==> src/rtl/dd_led_receiver.sv <==
// dd_led_receiver: single-wire LED stream receiver.
// Recovers GRB words and packs 2-bit colour codes into an LED row.
module dd_led_receiver #(
    parameter int         N_LEDS           = 10,
    parameter logic [7:0] LED_BRIGHTNESS_0 = 8'h00,
    parameter logic [7:0] LED_BRIGHTNESS_1 = 8'h16,
    parameter logic [7:0] LED_BRIGHTNESS_2 = 8'h32,
    parameter logic [7:0] LED_BRIGHTNESS_3 = 8'h64,
    parameter int         CLK_FREQ         = 100,
    parameter int         TIME_RST         = 50000,
    parameter int         TIME_HMIN        = 150,
    parameter int         TIME_THR         = 600,
    parameter int         TIME_HMAX        = 1200
) (
    input  logic                      clock,
    input  logic                      resetn,
    input  logic                      data_rx,
    output logic [23:0]               led_word,
    output logic [$clog2(N_LEDS):0]   led_idx,
    output logic                      word_valid,
    output logic [N_LEDS*6-1:0]       led_row,
    output logic                      row_valid,
    output logic                      frame_done,
    output logic [3:0]                err_flags
);

    localparam int RST_C  = TIME_RST * CLK_FREQ / 1000;
    localparam int HMIN_C = TIME_HMIN * CLK_FREQ / 1000;
    localparam int THR_C  = TIME_THR * CLK_FREQ / 1000;
    localparam int HMAX_C = TIME_HMAX * CLK_FREQ / 1000;
    localparam int CMAX   = (RST_C > HMAX_C) ? RST_C : HMAX_C;
    localparam int CW     = $clog2(CMAX + 2);
    localparam int IW     = $clog2(N_LEDS) + 1;

    localparam logic [CW-1:0] RST_V  = CW'(RST_C);
    localparam logic [CW-1:0] HMIN_V = CW'(HMIN_C);
    localparam logic [CW-1:0] THR_V  = CW'(THR_C);
    localparam logic [CW-1:0] HMAX_V = CW'(HMAX_C);

    localparam logic [1:0] S_WAIT_GAP = 2'd0;
    localparam logic [1:0] S_IDLE     = 2'd1;
    localparam logic [1:0] S_HIGH     = 2'd2;
    localparam logic [1:0] S_LOW      = 2'd3;

    logic [1:0]            sync_q;
    logic                  rx;
    logic [1:0]            state;
    logic [CW-1:0]         cnt;
    logic [CW-1:0]         cnt_inc;
    logic [22:0]           shreg;
    logic [4:0]            bit_cnt;
    logic [IW-1:0]         word_cnt;
    logic                  any_bit;
    logic [N_LEDS*6-1:0]   staging;
    logic [23:0]           new_word;
    logic [2:0]            d2, d1, d0;
    logic [5:0]            code6;
    logic                  bad_byte;
    logic [3:0]            fin_err;

    // {match, code}; an unknown byte maps to code 00
    function automatic logic [2:0] dec_byte(input logic [7:0] b);
        logic [2:0] r;
        r = 3'b000;
        unique case (1'b1)
            (b == LED_BRIGHTNESS_0): r = 3'b100;
            (b == LED_BRIGHTNESS_1): r = 3'b101;
            (b == LED_BRIGHTNESS_2): r = 3'b110;
            (b == LED_BRIGHTNESS_3): r = 3'b111;
            default:                 r = 3'b000;
        endcase
        return r;
    endfunction

    assign rx       = sync_q[1];
    assign cnt_inc  = cnt + CW'(1);
    assign new_word = {shreg, (cnt >= THR_V)};

    always_comb begin
        d2       = dec_byte(new_word[23:16]);
        d1       = dec_byte(new_word[15:8]);
        d0       = dec_byte(new_word[7:0]);
        code6    = {d2[1:0], d1[1:0], d0[1:0]};
        bad_byte = !(d2[2] && d1[2] && d0[2]);
        fin_err  = {err_flags[3] | (word_cnt != IW'(N_LEDS)),
                    err_flags[2],
                    err_flags[1] | (bit_cnt != 5'd0),
                    err_flags[0]};
    end

    always_ff @(posedge clock or negedge resetn) begin
        if (!resetn) begin
            sync_q     <= 2'b00;
            state      <= S_WAIT_GAP;
            cnt        <= '0;
            shreg      <= '0;
            bit_cnt    <= '0;
            word_cnt   <= '0;
            any_bit    <= 1'b0;
            staging    <= '0;
            led_word   <= '0;
            led_idx    <= '0;
            led_row    <= '0;
            err_flags  <= '0;
            word_valid <= 1'b0;
            row_valid  <= 1'b0;
            frame_done <= 1'b0;
        end else begin
            sync_q     <= {sync_q[0], data_rx};
            word_valid <= 1'b0;
            row_valid  <= 1'b0;
            frame_done <= 1'b0;
            case (state)
                S_WAIT_GAP: begin
                    if (rx) begin
                        cnt <= '0;
                    end else if (cnt_inc >= RST_V) begin
                        state <= S_IDLE;
                        cnt   <= '0;
                    end else begin
                        cnt <= cnt_inc;
                    end
                end
                S_IDLE: begin
                    if (rx) begin
                        state     <= S_HIGH;
                        cnt       <= CW'(1);
                        bit_cnt   <= '0;
                        word_cnt  <= '0;
                        any_bit   <= 1'b0;
                        err_flags <= '0;
                    end
                end
                S_HIGH: begin
                    if (rx) begin
                        if (cnt >= HMAX_V) begin
                            err_flags[0] <= 1'b1;
                            state        <= S_WAIT_GAP;
                            cnt          <= '0;
                        end else begin
                            cnt <= cnt_inc;
                        end
                    end else begin
                        state <= S_LOW;
                        cnt   <= CW'(1);
                        if (cnt < HMIN_V) begin
                            err_flags[0] <= 1'b1;
                        end else begin
                            shreg   <= new_word[22:0];
                            any_bit <= 1'b1;
                            if (bit_cnt == 5'd23) begin
                                bit_cnt    <= '0;
                                word_valid <= 1'b1;
                                led_word   <= new_word;
                                led_idx    <= word_cnt;
                                if (word_cnt != {IW{1'b1}})
                                    word_cnt <= word_cnt + 1'b1;
                                if (word_cnt < IW'(N_LEDS)) begin
                                    for (int k = 0; k < N_LEDS; k++)
                                        if (word_cnt == IW'(k))
                                            staging[6*k +: 6] <= code6;
                                    if (bad_byte)
                                        err_flags[2] <= 1'b1;
                                end else begin
                                    err_flags[3] <= 1'b1;
                                end
                            end else begin
                                bit_cnt <= bit_cnt + 5'd1;
                            end
                        end
                    end
                end
                S_LOW: begin
                    if (rx) begin
                        state <= S_HIGH;
                        cnt   <= CW'(1);
                    end else if (cnt_inc >= RST_V) begin
                        state <= S_IDLE;
                        cnt   <= '0;
                        // a gap after only rejected pulses is not a frame
                        if (any_bit) begin
                            frame_done <= 1'b1;
                            err_flags  <= fin_err;
                            if (fin_err == 4'd0) begin
                                led_row   <= staging;
                                row_valid <= 1'b1;
                            end
                        end
                    end else begin
                        cnt <= cnt_inc;
                    end
                end
                default: state <= S_WAIT_GAP;
            endcase
        end
    end

endmodule

==> config.mk <==
export PLATFORM = sky130hd
export DESIGN_NAME = dd_led_receiver
export DESIGN_NICKNAME = d
export VERILOG_FILES = /design/src/rtl/dd_led_receiver.sv
export SDC_FILE = /design/constraint.sdc
export NUM_CORES = 1
export LEC_CHECK = 0
export BUFFER_PORTS_ARGS = -buffer_cell sky130_fd_sc_hd__buf_2
export CAP_MARGIN = 5
export CORE_MARGIN = 2
export CORE_UTILIZATION = 23
export DETAILED_ROUTE_END_ITERATION = 6
export HOLD_SLACK_MARGIN = 0.06
export PLACE_DENSITY = 0.39
export SETUP_SLACK_MARGIN = 0.3
export SLEW_MARGIN = 20
export SYNTH_ARGS = -nofsm -noshare
export SYNTH_HDL_FRONTEND = slang
export SYNTH_SLANG_ARGS = --single-unit
==> constraint.sdc <==
create_clock -name clock -period 3.25 [get_ports clock]
set_input_delay 0.65 -clock clock [delete_from_list [all_inputs] [get_ports clock]]
set_output_delay 0.65 -clock clock [all_outputs]
set_load 0.02 [all_outputs]
**Word-level counts from Yosys, hierarchy flattened**

Cells that the tools add are included.

- Add/subtract/negate cells: 3
- Order comparisons: 5
- Eq/ne operators: 38
- Mux-type cells: 60
- Bitwise operators: 5
- Reductions and logical operators: 32

Operators by type and width:

| cell | number |
|---|---|
| $mux W13 | 6 |
| $reduce_and A6 Y1 | 11 |
| $pmux W13 S4 | 1 |
| $mux W5 | 8 |
| $pmux W3 S4 | 3 |
| $eq A8 B5 Y1 const B | 3 |
| $eq A8 B6 Y1 const B | 3 |
| $eq A8 B7 Y1 const B | 3 |
| $logic_not A8 Y1 | 3 |
| $ne A2 B2 Y1 const B | 12 |
| $mux W1 | 22 |
| $eq A5 B3 Y1 const B | 4 |
| $pmux W5 S2 | 2 |
| $mux W2 | 9 |
| $mux W4 | 4 |
| $reduce_and A5 Y1 | 3 |
| $add A13 B1 Y13 const B | 1 |
| $ge A13 B13 Y1 const B | 1 |
| $ge A13 B6 Y1 const B | 1 |
| $ge A13 B7 Y1 const B | 1 |
| $lt A13 B4 Y1 const B | 1 |
| $add A5 B1 Y5 const B | 2 |
| $eq A5 B2 Y1 const B | 2 |
| $eq A5 B4 Y1 const B | 2 |
| 25 further kinds | 35 |

- Flip-flop bits (word level): 207
- Bits of input ports: 3
- Output and inout bits: 96
- Word-level logic and storage cells: 170

**Longest topological paths before layout**

Gate-level depths: netlist of the first run.

- Depth after elaboration: 10
- Mapped depth: 10
- Gate-level depth less buffers: 8

**Least setup slack after synthesis of the first run**

No wires, ideal clock.

- Kind: flip-flop to flip-flop
- Start: register cnt[0]
- End: register led_row[0]
- Setup time: 0.125 ns
- Arrival time: 2.637 ns
- Data required time: 3.125 ns
- Slack: 0.488 ns
- Cell stages (with the launch flop): 11
- Path buffers: 3
- Clock period less this slack: 2.762 ns
- Path through: dfrtp_1 -> ha_1 -> buf_2 -> nand4_1 -> o31a_1 -> a31oi_1 -> a21oi_2 -> or3_1 -> buf_6 -> buf_12 -> mux2_4

- Longest elaborated chain between the ends: 3

RTL lines:

| what | line | text |
|---|---|---|
| start, declared | 48 | `logic [CW-1:0] cnt;` |
| start signal, assigned | 121 | `cnt <= cnt_inc;` |
| start signal, assigned | 141 | `cnt <= cnt_inc;` |
| start signal, assigned | 190 | `cnt <= cnt_inc;` |
| $add A13 B1 Y13 | 76 | `assign cnt_inc = cnt + CW'(1);` |
| $ge A13 B13 Y1 | 177 | `end else if (cnt_inc >= RST_V) begin` |
| $reduce_and A5 Y1 (no source line) | n/a |  |
| end signal, assigned | 185 | `led_row <= staging;` |
| end, declared | 21 | `output logic [N_LEDS*6-1:0] led_row,` |

No other way between the ends.
A chain may end at the register's enable or synchronous reset.

**Final worst setup path of the first run**

- Start: register word_cnt[0]
- End: register led_row[53]

- Longest elaborated chain between the ends: 4

RTL lines:

| what | line | text |
|---|---|---|
| start, declared | 52 | `logic [IW-1:0] word_cnt;` |
| start signal, assigned | 157 | `word_cnt <= word_cnt + 1'b1;` |
| $ne A5 B4 Y1 | 85 | `fin_err = {err_flags[3] \| (word_cnt != IW'(N_LEDS)),` |
| $or A1 B1 Y1 | 85 |  |
| $logic_not A4 Y1 | 184 | `if (fin_err == 4'd0) begin` |
| $reduce_and A5 Y1 (no source line) | n/a |  |

No other way between the ends.

==> out/metrics.cfg, run 1 <==
[synthesis]
netlist_area_um2=9449
synth-edff-count=0
ys_seq_area_share_pct=54.82
synth_area_leader_cell=dfrtp_1
synthTopCellsByCount=dfrtp_1 (207), nand2_1 (118), mux2_2 (80), mux2_4 (60), o21ai_0 (40)
synth_nets=797
postSynthAreaPerCell_um2=12.11
synth_seq_cells=207
synthTopCellsByArea=dfrtp_1 (55%), mux2_2 (9.5%), mux2_4 (9.5%)
synth_ff_type=dfrtp_1
yosysUniqueCellTypes=66
yosysWarnings=0
synth_top_cell_area_share_pct=54.82
synthArstFlopShare_pct=100.0
syn_inst=780
yosysMostFrequentCell=dfrtp_1

[timing]
worst_slew_pin_slew_ns=0.8471
skew_ns=0.02464
rsz0062_at_grt=yes
setup_viol=0
timing.final.ws_setup_ns=0.3876
hold_viol=0
slew_viol_final=0
fin_tns_setup_ns=0
worst_hold_slack_ns=0.1660
finalCritPeriodShare_pct=88.07
fmax_ghz=0.3494
period_minus_slack_ns=2.862
slew_headroom_pct=42.07

[floorplanning]
dieArea_um2=42720
start_util_pct=23.25
rows=74
die_x_um=206.7
die_y_um=206.7
ios=99
core-area_um2=40650

[setup_path]
start_kind=register
path_max_fanout=30
crit_type=register to register
crit_required_ns=3.65
critPathArrivalTime_ns=3.27
endpoint_kind=register

[clock_network]
clk_latency_ns=0.54
cts_buffers=26
post-cts-setup-buffers=0
clock_sinks=207
clk_pin_slew_ns=0.06
cts_buffer_depth=3
htreeDepth=1
cts_tree=built
cts_root_buffer=clkbuf_16

[power]
power-per-cell-area_nw_per_um2=483.0
p_leak_nw=5.912
peakVddDrop_uv=274.4

[layout]
nets=917
multi_input_area_um2=3969
fillers=4228
area_delta_synth_final_pct=22.26
n_antenna_cell=0
seqCellArea_um2=5182
layout-drive-gt1-share_pct=36.09

[status]
status=finished, final reports clean

[place]
io_buffers=98
gp_congestion=0.7229
dp_hpwl_um=16460
preCtsSetupSlack_ns=0.2914

[job]
drv_cap=0

[global_route]
antenna_found_initial=3
grt_pass1_wl_um=39020
grt_pass1_vias=6471
grt_use_total_pct=11.69
grt_start_max_net_pins=76
grt-ovfl-total=0

[routing]
vias=6315
antenna_left=0
drt-pass1-iter-count=5
drc=0
avgViaCountPerCell=4.349
drtIter0Drc=373
post_drt_wl_per_cell_um=17.02
routed_wirelength_um=24710

[hold_path]
min_path_type=input pin to async pin

[registers in the layout, summed over array words and instances (netlist names)]
signal,cells
any_bit,1
frame_done,1
shreg,23
sync_q,2
staging,60
word_cnt,5
led_word,24
row_valid,1
bit_cnt,5
led_row,60
word_valid,1
cnt,13
led_idx,5
state,2
err_flags,4
[critical path, stage by stage, from the launching register on]
cell and delay [ns]:
dfrtp_2 0.45, inv_2 0.10, ha_1 0.20, nand3b_1 0.13, or4_1 0.43, or4_1 0.42
or3_4 0.42, buf_16 0.23, mux2_4 0.32
[cell usage in the layout, fill, tap and decap left out, types with 3 or more instances in the layout]
| cell | n |
|---|---|
| dfrtp_1 | 205 |
| a21oi_1 | 14 |
| o22ai_1 | 4 |
| a21boi_0 | 3 |
| nand4_1 | 7 |
| or3_1 | 6 |
| nand3b_1 | 4 |
| and4_1 | 3 |
| mux2_2 | 80 |
| clkbuf_1 | 8 |
| nor2_1 | 29 |
| nor4_1 | 3 |
| a2bb2oi_1 | 3 |
| mux2_4 | 60 |
| nor3_1 | 13 |
| a211oi_1 | 8 |
| clkbuf_16 | 26 |
| buf_2 | 97 |
| xnor2_1 | 4 |
| and3_1 | 4 |
| clkinv_2 | 4 |
| nand3_1 | 25 |
| o21ai_0 | 40 |
| buf_4 | 30 |
| or4_1 | 4 |
| o31ai_1 | 10 |
| ha_1 | 13 |
| clkbuf_8 | 7 |
| inv_1 | 15 |
| nand2b_1 | 5 |
| a31oi_1 | 9 |
| nand2_1 | 118 |
[final cells by class]
cell class              instances  area share, %
clock buffers                  40          6.607
clock inverters                 8         0.7040
inverters                      16         0.5199
multi-input cells             516          34.36
flip-flops and latches        207          44.86
well taps                     532          5.762
repair buffers                133          7.192
[what timing repair did]
| action | 4_1_cts | 5_1_grt |
|---|---|---|
| hold buffers | 0 | 0 |
| gates cloned | 1 | 0 |
| endpoints found under the setup margin | 46 | 65 |
| resized for setup | 6 | 2 |
[routing by layer]
metal / global-route usage, % / up-vias / wire (µm)
li1: - / 3022 / -
met1: 16.15 / 3145 / 11670
met2: 18.57 / 114 / 11330
met3: 2.119 / 34 / 1147
met4: 3.647 / 0 / 559
met5: 0 / - / 0
[cells by family after synthesis]
family / count (synthesis) / synth area share, %
AND/OR/NAND/NOR: 239 / 12.12
multiplexers: 142 / 19.28
XOR/XNOR: 4 / 0.3707
adder cells (fa/ha/maj): 14 / 1.854
flip-flops: 207 / 54.82
buffers and inverters: 57 / 3.509
AO/OA/AOI/OAI: 117 / 8.051
[stage by stage]
| stage | total power [mW] | utilization [%] | std cells | instance area (µm²) |
|---|---|---|---|---|
| after global placement | 2.801 | 26.21 | 1403 | 10650 |
| after global routing | 5.829 | 28.42 | 1452 | 11550 |
| after floorplan | 2.711 | - | 780 | 9449 |
| final | 5.579 | 28.42 | 1452 | 11550 |
| after detailed placement | 2.802 | 26.21 | 1403 | 10650 |
| after CTS | 5.699 | 28.39 | 1452 | 11540 |
[final timing paths]
kind	depth (start not counted)	slack, ns	end	startpoint
max	8	0.39	led_row[53]$_DFFE_PN0P_	word_cnt[0]$_DFFE_PN0P_
min	1	0.17	led_row[58]$_DFFE_PN0P_	resetn
max reg2reg	8	0.39	led_row[53]$_DFFE_PN0P_	word_cnt[0]$_DFFE_PN0P_
min reg2reg	0	0.35	sync_q[1]$_DFF_PN0_	sync_q[0]$_DFF_PN0_
max in group asynchronous	2	2.33	staging[7]$_DFFE_PN0P_	resetn
min in group clock	1	0.23	sync_q[0]$_DFF_PN0_	data_rx
[where the power goes]
group | internal (mW) | switching (mW) | total [mW]
logic | 0.0420 | 0.0957 | 0.138
registers | 2.59 | 0.0278 | 2.62
clock network | 1.69 | 1.13 | 2.82
total | 4.33 | 1.25 | 5.58
Power figures use the tool's default switching activity.
==> run 2: changes to the inputs <==
--- a/config.mk
+++ b/config.mk
@@ -5,6 +5,7 @@
 export SDC_FILE = /design/constraint.sdc
 export NUM_CORES = 1
 export LEC_CHECK = 0
+export ABC_AREA = 1
 export BUFFER_PORTS_ARGS = -buffer_cell sky130_fd_sc_hd__buf_2
 export CAP_MARGIN = 5
 export CORE_MARGIN = 2
==> run 2 against run 1 <==
Final area decreased by 7.7%; synthesized area decreased by 7.1%; first-iteration DRC count increased by 2.7%; critical endpoint is now led_row[55]$_DFFE_PN0P_.
==> out/metrics.cfg, run 2 <==
[global_route]
grt-ovfl-total=0  ; unchanged
grt_pass1_wl_um=39040  ; about the same
grt_start_max_net_pins=83  ; +9.2%
grt_pass1_vias=6969  ; +7.7%
grt_use_total_pct=12.36  ; +0.67 points
antenna_found_initial=0  ; -3

[clock_network]
cts_buffers=25  ; -3.8%
clk_latency_ns=0.53  ; about the same
hold_buffers=0  ; unchanged
clk_pin_slew_ns=0.06  ; about the same
cts_root_buffer=clkbuf_16
cts_tree=built
htreeDepth=1  ; unchanged
clock_sinks=207  ; unchanged
cts_buffer_depth=3  ; unchanged

[layout]
final_common_cell=nand2_1
area_delta_synth_final_pct=21.45
nets=1140  ; +24%
final_cell_mix=nand2_1 (405), dfrtp_1 (207), o21ai_0 (128)
n_antenna_cell=0  ; unchanged
reg_top3=led_row x60, staging x60, led_word x24
fillers=4155  ; -1.7%
layout-drive-gt1-share_pct=13.86  ; -22 points
design_area_um2=10660  ; -7.7%

[timing]
slew_headroom_pct=52.66  ; +11 points
period_minus_slack_ns=2.516  ; -0.3466 ns
skew_ns=0.01552  ; -0.009120 ns
slew_viol_final=0  ; unchanged
timing.final.ws_setup_ns=0.7343  ; +0.3466 ns
rsz0062_at_grt=no
worst_hold_slack_ns=0.1644  ; -0.001674 ns
fmax_ghz=0.3975  ; +14%
hold_viol=0  ; unchanged
worst_slew_pin_slew_ns=0.7100  ; -0.1371 ns
finalCritPeriodShare_pct=77.41  ; -11 points
fin_tns_setup_ns=0  ; unchanged
setup_viol=0  ; unchanged

[routing]
post_drt_wl_per_cell_um=14.46  ; -15%
drtIter0Drc=383  ; +2.7%
drc=0  ; unchanged
routed_wirelength_um=23870  ; -3.4%
drt-pass1-iter-count=5  ; unchanged
avgViaCountPerCell=4.130  ; -5.0%
vias=6819  ; +8.0%
antenna_left=0  ; unchanged

[power]
pwr-share-seq_pct=47.9  ; +1.0 points
power_mw=5.405  ; -3.1%
p_switching_mw=1.170  ; -6.7%
p_int_mw=4.235  ; -2.1%
p_leak_nw=5.478  ; -7.3%
peakVddDrop_uv=331.0  ; +21%
power-per-cell-area_nw_per_um2=507.0  ; +5.0%
power.share.clock_pct=50.6  ; about the same
swShare_pct=21.64  ; -0.82 points
pwr-share-comb_pct=1.5  ; -1.0 points

[setup_path]
start_kind=register
path_delay_family=simple AND/OR/NAND/NOR gates
path_cells=ha_1, inv_1, nor2_1, nand3_1, nor3_2, xor2_1, nand2_2, inv_2, nand2_2, inv_2, nand2_4, inv_6, nand2_1, nand2_1
path_max_fanout=61  ; +100%
crit_type=register to register
endpoint_kind=register
critPathLaunch=cnt[1]$_DFFE_PN0N_
crit_required_ns=3.72  ; +0.07 ns
max_stage_delay_ns=0.41  ; -0.04 ns
worst-path-buf-inv=4  ; +2
reg2reg_from=cnt[1]$_DFFE_PN0N_
critPathArrivalTime_ns=2.98  ; -0.29 ns
slowest_stage=dfrtp_1

[synthesis]
netlist_area_um2=8777  ; -7.1%
yosysMostFrequentCell=nand2_1
synthTopCellsByCount=nand2_1 (405), dfrtp_1 (207), o21ai_0 (128), inv_1 (75), nor2_1 (56)
yosysWarnings=0  ; unchanged
ys_seq_area_share_pct=59.02  ; +4.2 points
synth_top_cell_area_share_pct=59.02  ; +4.2 points
synth_nets=1040  ; +30%
synthArstFlopShare_pct=100.0  ; unchanged
syn_inst=1023  ; +31%
synth-edff-count=0  ; unchanged
synth_ff_type=dfrtp_1
yosysUniqueCellTypes=33  ; -50%
synthTopCellsByArea=dfrtp_1 (59%), nand2_1 (17%), o21ai_0 (7.3%)
synth_seq_cells=207  ; unchanged
postSynthAreaPerCell_um2=8.580  ; -29%
synth_area_leader_cell=dfrtp_1

[status]
status=finished, final reports clean

[place]
dpl_cell_area_um2=9849  ; -7.6%
gp_congestion=0.7989  ; +11%
io_buffers=98  ; unchanged
dp_hpwl_um=16020  ; -2.7%
preCtsSetupSlack_ns=0.6809  ; +0.3895 ns

[hold_path]
min_path_type=input pin to async pin

[floorplanning]
ios=99  ; unchanged
core-area_um2=37670  ; -7.3%
die_x_um=199.4  ; -3.6%
rows=71  ; -4.1%
start_util_pct=23.30  ; +0.056 points
dieArea_um2=39740  ; -7.0%
die_y_um=199.4  ; -3.6%

[job]
drv_cap=0  ; unchanged

[run 2: cell types whose count changed in the layout (fill, tap and decap cells not counted), moves of 18 or more]
| cell | previous run | this run |
|---|---|---|
| inv_1 | 15 | 75 |
| mux2_4 | 60 | 0 |
| buf_4 | 30 | 12 |
| nor2_1 | 29 | 55 |
| mux2_2 | 80 | 0 |
| o21ai_0 | 40 | 128 |
| nand2_1 | 118 | 405 |
[run 2: final timing paths]
path | end | slack, ns | cells past startpoint
max | led_row[55]$_DFFE_PN0P_ | 0.73 | 14
min | led_row[17]$_DFFE_PN0P_ | 0.16 | 1
max reg2reg | led_row[55]$_DFFE_PN0P_ | 0.73 | 14
min reg2reg | sync_q[1]$_DFF_PN0_ | 0.35 | 0
max in group asynchronous | led_row[4]$_DFFE_PN0P_ | 2.31 | 2
min in group clock | sync_q[0]$_DFF_PN0_ | 0.23 | 1
[run 2: power by group through the flow]
| stage | Sequential (mW) | Clock [mW] | Combinational [mW] |
|---|---|---|---|
| 2_1_floorplan | 2.63 | 0 | 0.0155 |
| 3_3_place_gp | 2.63 | 0 | 0.0874 |
| 3_5_place_dp | 2.63 | 0 | 0.0869 |
| 4_1_cts | 2.59 | 2.85 | 0.0876 |
| 5_1_grt | 2.59 | 2.95 | 0.0970 |
| 6_report | 2.59 | 2.74 | 0.0812 |
[run 2: layout make-up]
| cell class | instances | area [µm²] | share of cell area, % |
|---|---|---|---|
| tap | 511 | 639.4 | 5.998 |
| multi-input combinational | 698 | 3098 | 29.06 |
| sequential | 207 | 5180 | 48.59 |
| timing repair buffer | 113 | 640.6 | 6.009 |
| clock inverter | 6 | 70.07 | 0.6573 |
| inverter | 78 | 297.8 | 2.793 |
| clock buffer | 38 | 734.5 | 6.890 |
[run 2: metrics by stage]
step	util [%]	std cells
after CTS	28.29	1651
after floorplan	-	1023
after detailed placement	26.15	1607
after global placement	26.15	1607
final	28.30	1651
after global routing	28.30	1651
[run 2: what timing repair did]
action	4_1_cts	5_1_grt
setup buffers	0	0
setup endpoints to repair	0	3
resized for setup	0	1
[run 2: cells by family (layout without fill, tap and decap cells)]
family	Yosys count	in the layout	synth area share [%]
AND/OR/NAND/NOR	528	528	23.98
flip-flops	207	207	59.02
AO/OA/AOI/OAI	152	152	8.895
buffers and inverters	118	235	5.716
adder cells (fa/ha/maj)	14	14	1.996
XOR/XNOR	4	4	0.3992
[run 2: metal layers]
layer / vias to the layer above / wire, µm / track usage, %
met5: - / 0 / 0
met4: 0 / 452 / 2.551
met3: 33 / 885 / 1.941
met2: 109 / 10360 / 19.37
met1: 3232 / 12170 / 17.97
li1: 3445 / - / -
==> run 3: changes to the inputs <==
--- a/config.mk
+++ b/config.mk
@@ -12,7 +12,7 @@
 export CORE_UTILIZATION = 23
 export DETAILED_ROUTE_END_ITERATION = 6
 export HOLD_SLACK_MARGIN = 0.06
-export PLACE_DENSITY = 0.39
+export PLACE_DENSITY = 0.41
 export SETUP_SLACK_MARGIN = 0.3
 export SLEW_MARGIN = 20
 export SYNTH_ARGS = -nofsm -noshare
==> constraint.sdc (replaced) <==
create_clock -name clock -period 2.2 [get_ports clock]
set_input_delay 0.44 -clock clock [delete_from_list [all_inputs] [get_ports clock]]
set_output_delay 0.44 -clock clock [all_outputs]
set_load 0.02 [all_outputs]
==> run 3 against run 2 <==
First-iteration DRC count down 7.8%; maximum frequency increased by 18%; power increased by 53%; critical path depth unchanged; final cell count up 4.1%; combinational power is 67% higher; critical endpoint is now led_row[34]$_DFFE_PN0P_; largest power group unchanged.
==> out/metrics.cfg, run 3 (synthesis results as in run 2) <==
[global_route]
grt-ovfl-total=0  ; unchanged
met1_usage_pct=17.80  ; -0.17 points
grt_use_total_pct=12.11  ; -0.24 points
grt_pass1_vias=6900  ; -0.99%
grt_start_max_net_pins=58  ; -30%
busiest_layer=met2
grtUsageMet2_pct=18.53  ; -0.84 points
met3_usage_pct=1.941  ; unchanged
antenna_found_initial=0  ; unchanged
grt_pass1_wl_um=38300  ; -1.9%

[layout]
n_antenna_cell=0  ; unchanged
multi_input_area_um2=3755  ; +21%
fin_cells=1719  ; +4.1%
final_cell_mix=nand2_1 (348), dfrtp_1 (200), buf_2 (97)
seqCellArea_um2=5189  ; +0.17%
final_common_cell=nand2_1
area_delta_synth_final_pct=37.48
fillers=4016  ; -3.3%
layout-drive-gt1-share_pct=30.22  ; +16 points
final_util_pct=32.04  ; +3.7 points
nets=1206  ; +5.8%
reg_top3=led_row x60, staging x60, led_word x24

[clock_network]
cts_buffer_depth=3  ; unchanged
clk_pin_slew_ns=0.06  ; about the same
cts_root_buffer=clkbuf_16
cts_tree=built
clock_sinks=207  ; unchanged
cts_buffers=26  ; +4.0%
clk_latency_ns=0.53  ; about the same
htreeDepth=1  ; unchanged

[place]
dp_cells=1631  ; +1.5%
gp_congestion=0.8253  ; +3.3%
io_buffers=98  ; unchanged
dp_hpwl_um=16180  ; +0.96%

[hold_path]
hold_end=sync_q[1]$_DFF_PN0_
min_path_type=register to register
worstHoldStart=sync_q[0]$_DFF_PN0_
hold_depth=0

[setup_path]
reg2reg_from=cnt[1]$_DFFE_PN0N_
critPathArrivalTime_ns=2.56  ; -0.42 ns
rr_worst_depth=14  ; unchanged
start_kind=register
crit_required_ns=2.62  ; -1.10 ns
rrSetupSlack_ns=0.06  ; -0.67 ns
path_max_fanout=18  ; -70%
path_cells=ha_4, inv_4, nor2_4, nand3_2, nor3_4, xor2_2, nand2_2, inv_2, nand2_4, inv_4, nand2_8, clkbuf_16, nand2_1, nand2_1
crit_type=register to register
rr_endpoint=led_row[34]$_DFFE_PN0P_
path_delay_family=simple AND/OR/NAND/NOR gates
worst-path-buf-inv=4  ; unchanged
max_stage_delay_ns=0.41  ; about the same
endpoint_kind=register
slowest_stage=dfrtp_2

[timing]
period_minus_slack_ns=2.139  ; -0.3764 ns
rsz0062_at_grt=yes
fin_tns_setup_ns=0  ; unchanged
finalCritPeriodShare_pct=97.24  ; +20 points
skew_ns=0.01391  ; -0.001610 ns
fmax_ghz=0.4674  ; +18%
slew_headroom_pct=63.37  ; +11 points
setup_viol=0  ; unchanged
hold_viol=0  ; unchanged
worst_hold_slack_ns=0.3600  ; +0.1957 ns
slew_viol_final=0  ; unchanged
worst_slew_pin_slew_ns=0.5489  ; -0.1612 ns

[routing]
routed_wirelength_um=25130  ; +5.3%
avgViaCountPerCell=4.175  ; +1.1%
post_drt_wl_per_cell_um=14.62  ; +1.1%
drtIter0Drc=353  ; -7.8%
antenna_left=0  ; unchanged
drt-pass1-iter-count=4  ; -1
vias=7177  ; +5.3%
drc=0  ; unchanged

[floorplanning]
rows=71  ; unchanged
dieArea_um2=39740  ; unchanged
start_util_pct=23.30  ; unchanged
ios=99  ; unchanged
die_x_um=199.4  ; unchanged
core-area_um2=37670  ; unchanged
die_y_um=199.4  ; unchanged

[job]
drv_cap=0  ; unchanged

[status]
status=finished, final reports clean

[power]
power-per-cell-area_nw_per_um2=687.4  ; +36%
p_leak_nw=6.040  ; +10%
power_mw=8.294  ; +53%
peakVddDrop_uv=502.0  ; +52%

## run 3: changes by cell type in the layout (fill, tap and decap cells not counted), moves of 8 or more
cell     delta
nand2_1    -57
nand2_2    +50
o21ai_0    -43
buf_4      +35
o21ai_1    +28
nor2_1     -19
buf_6      +15
o21ai_2    +15
nor2_4     +11
inv_1       -9
a21oi_1     -8
nor2_2      +8
## run 3: repair_timing
action / in CTS / in global routing
hold buffers: 2 / 0
pin swaps: 5 / 32
endpoints found under the setup margin: 161 / 181
gates cloned: 0 / 8
endpoints found under the hold margin: 43 / 0
buffers inserted: 8 / 23
resized for setup: 34 / 203
## run 3: how the worst max path moves through the flow
| stage | startpoint | endpoint | slack, ns | depth (start not counted) |
|---|---|---|---|---|
| floorplan | state[0]$_DFFE_PN0P_ | word_cnt[3]$_DFFE_PN0P_ | 0.29 | 12 |
| global placement | cnt[2]$_DFFE_PN0N_ | led_row[51]$_DFFE_PN0P_ | 0.02 | 18 |
| detailed placement | bit_cnt[0]$_DFFE_PN0P_ | staging[35]$_DFFE_PN0P_ | 0.01 | 10 |
| CTS | cnt[0]$_DFFE_PN0N_ | led_row[57]$_DFFE_PN0P_ | 0.02 | 15 |
| global route | cnt[1]$_DFFE_PN0N_ | led_row[13]$_DFFE_PN0P_ | -0.10 | 15 |
| finish | cnt[1]$_DFFE_PN0N_ | led_row[34]$_DFFE_PN0P_ | 0.06 | 14 |
## run 3: power by group
part / leakage (nW) / switching, mW / internal [mW] / total [mW]
Sequential: 2.88 / 0.0119 / 3.82 / 3.83
Combinational: 2.74 / 0.101 / 0.0346 / 0.136
Clock: 0.427 / 1.69 / 2.64 / 4.33
## run 3: final cells by class
type / instances / share of cell area [%]
multi-input cells: 702 / 31.12
repair buffers: 174 / 10.63
well taps: 511 / 5.299
flip-flops and latches: 207 / 43.00
inverters: 78 / 2.623
clock buffers: 37 / 6.315
clock inverters: 10 / 1.016
## run 3: stage by stage
| stage | setup WS, ns | area [µm²] |
|---|---|---|
| after floorplan | 0.2941 | 8818 |
| after global placement | 0.01676 | 10130 |
| after detailed placement | 0.009758 | 10130 |
| after CTS | 0.02285 | 11200 |
| after global routing | -0.1029 | 12070 |
| final | 0.06068 | 12070 |
## run 3: layer usage
layer  vias up  part of all wire [%]
met5         -                     0
met4         0                   2.0
met3        33                   3.7
met2       127                    44
met1      3411                    51
li1       3606                     -
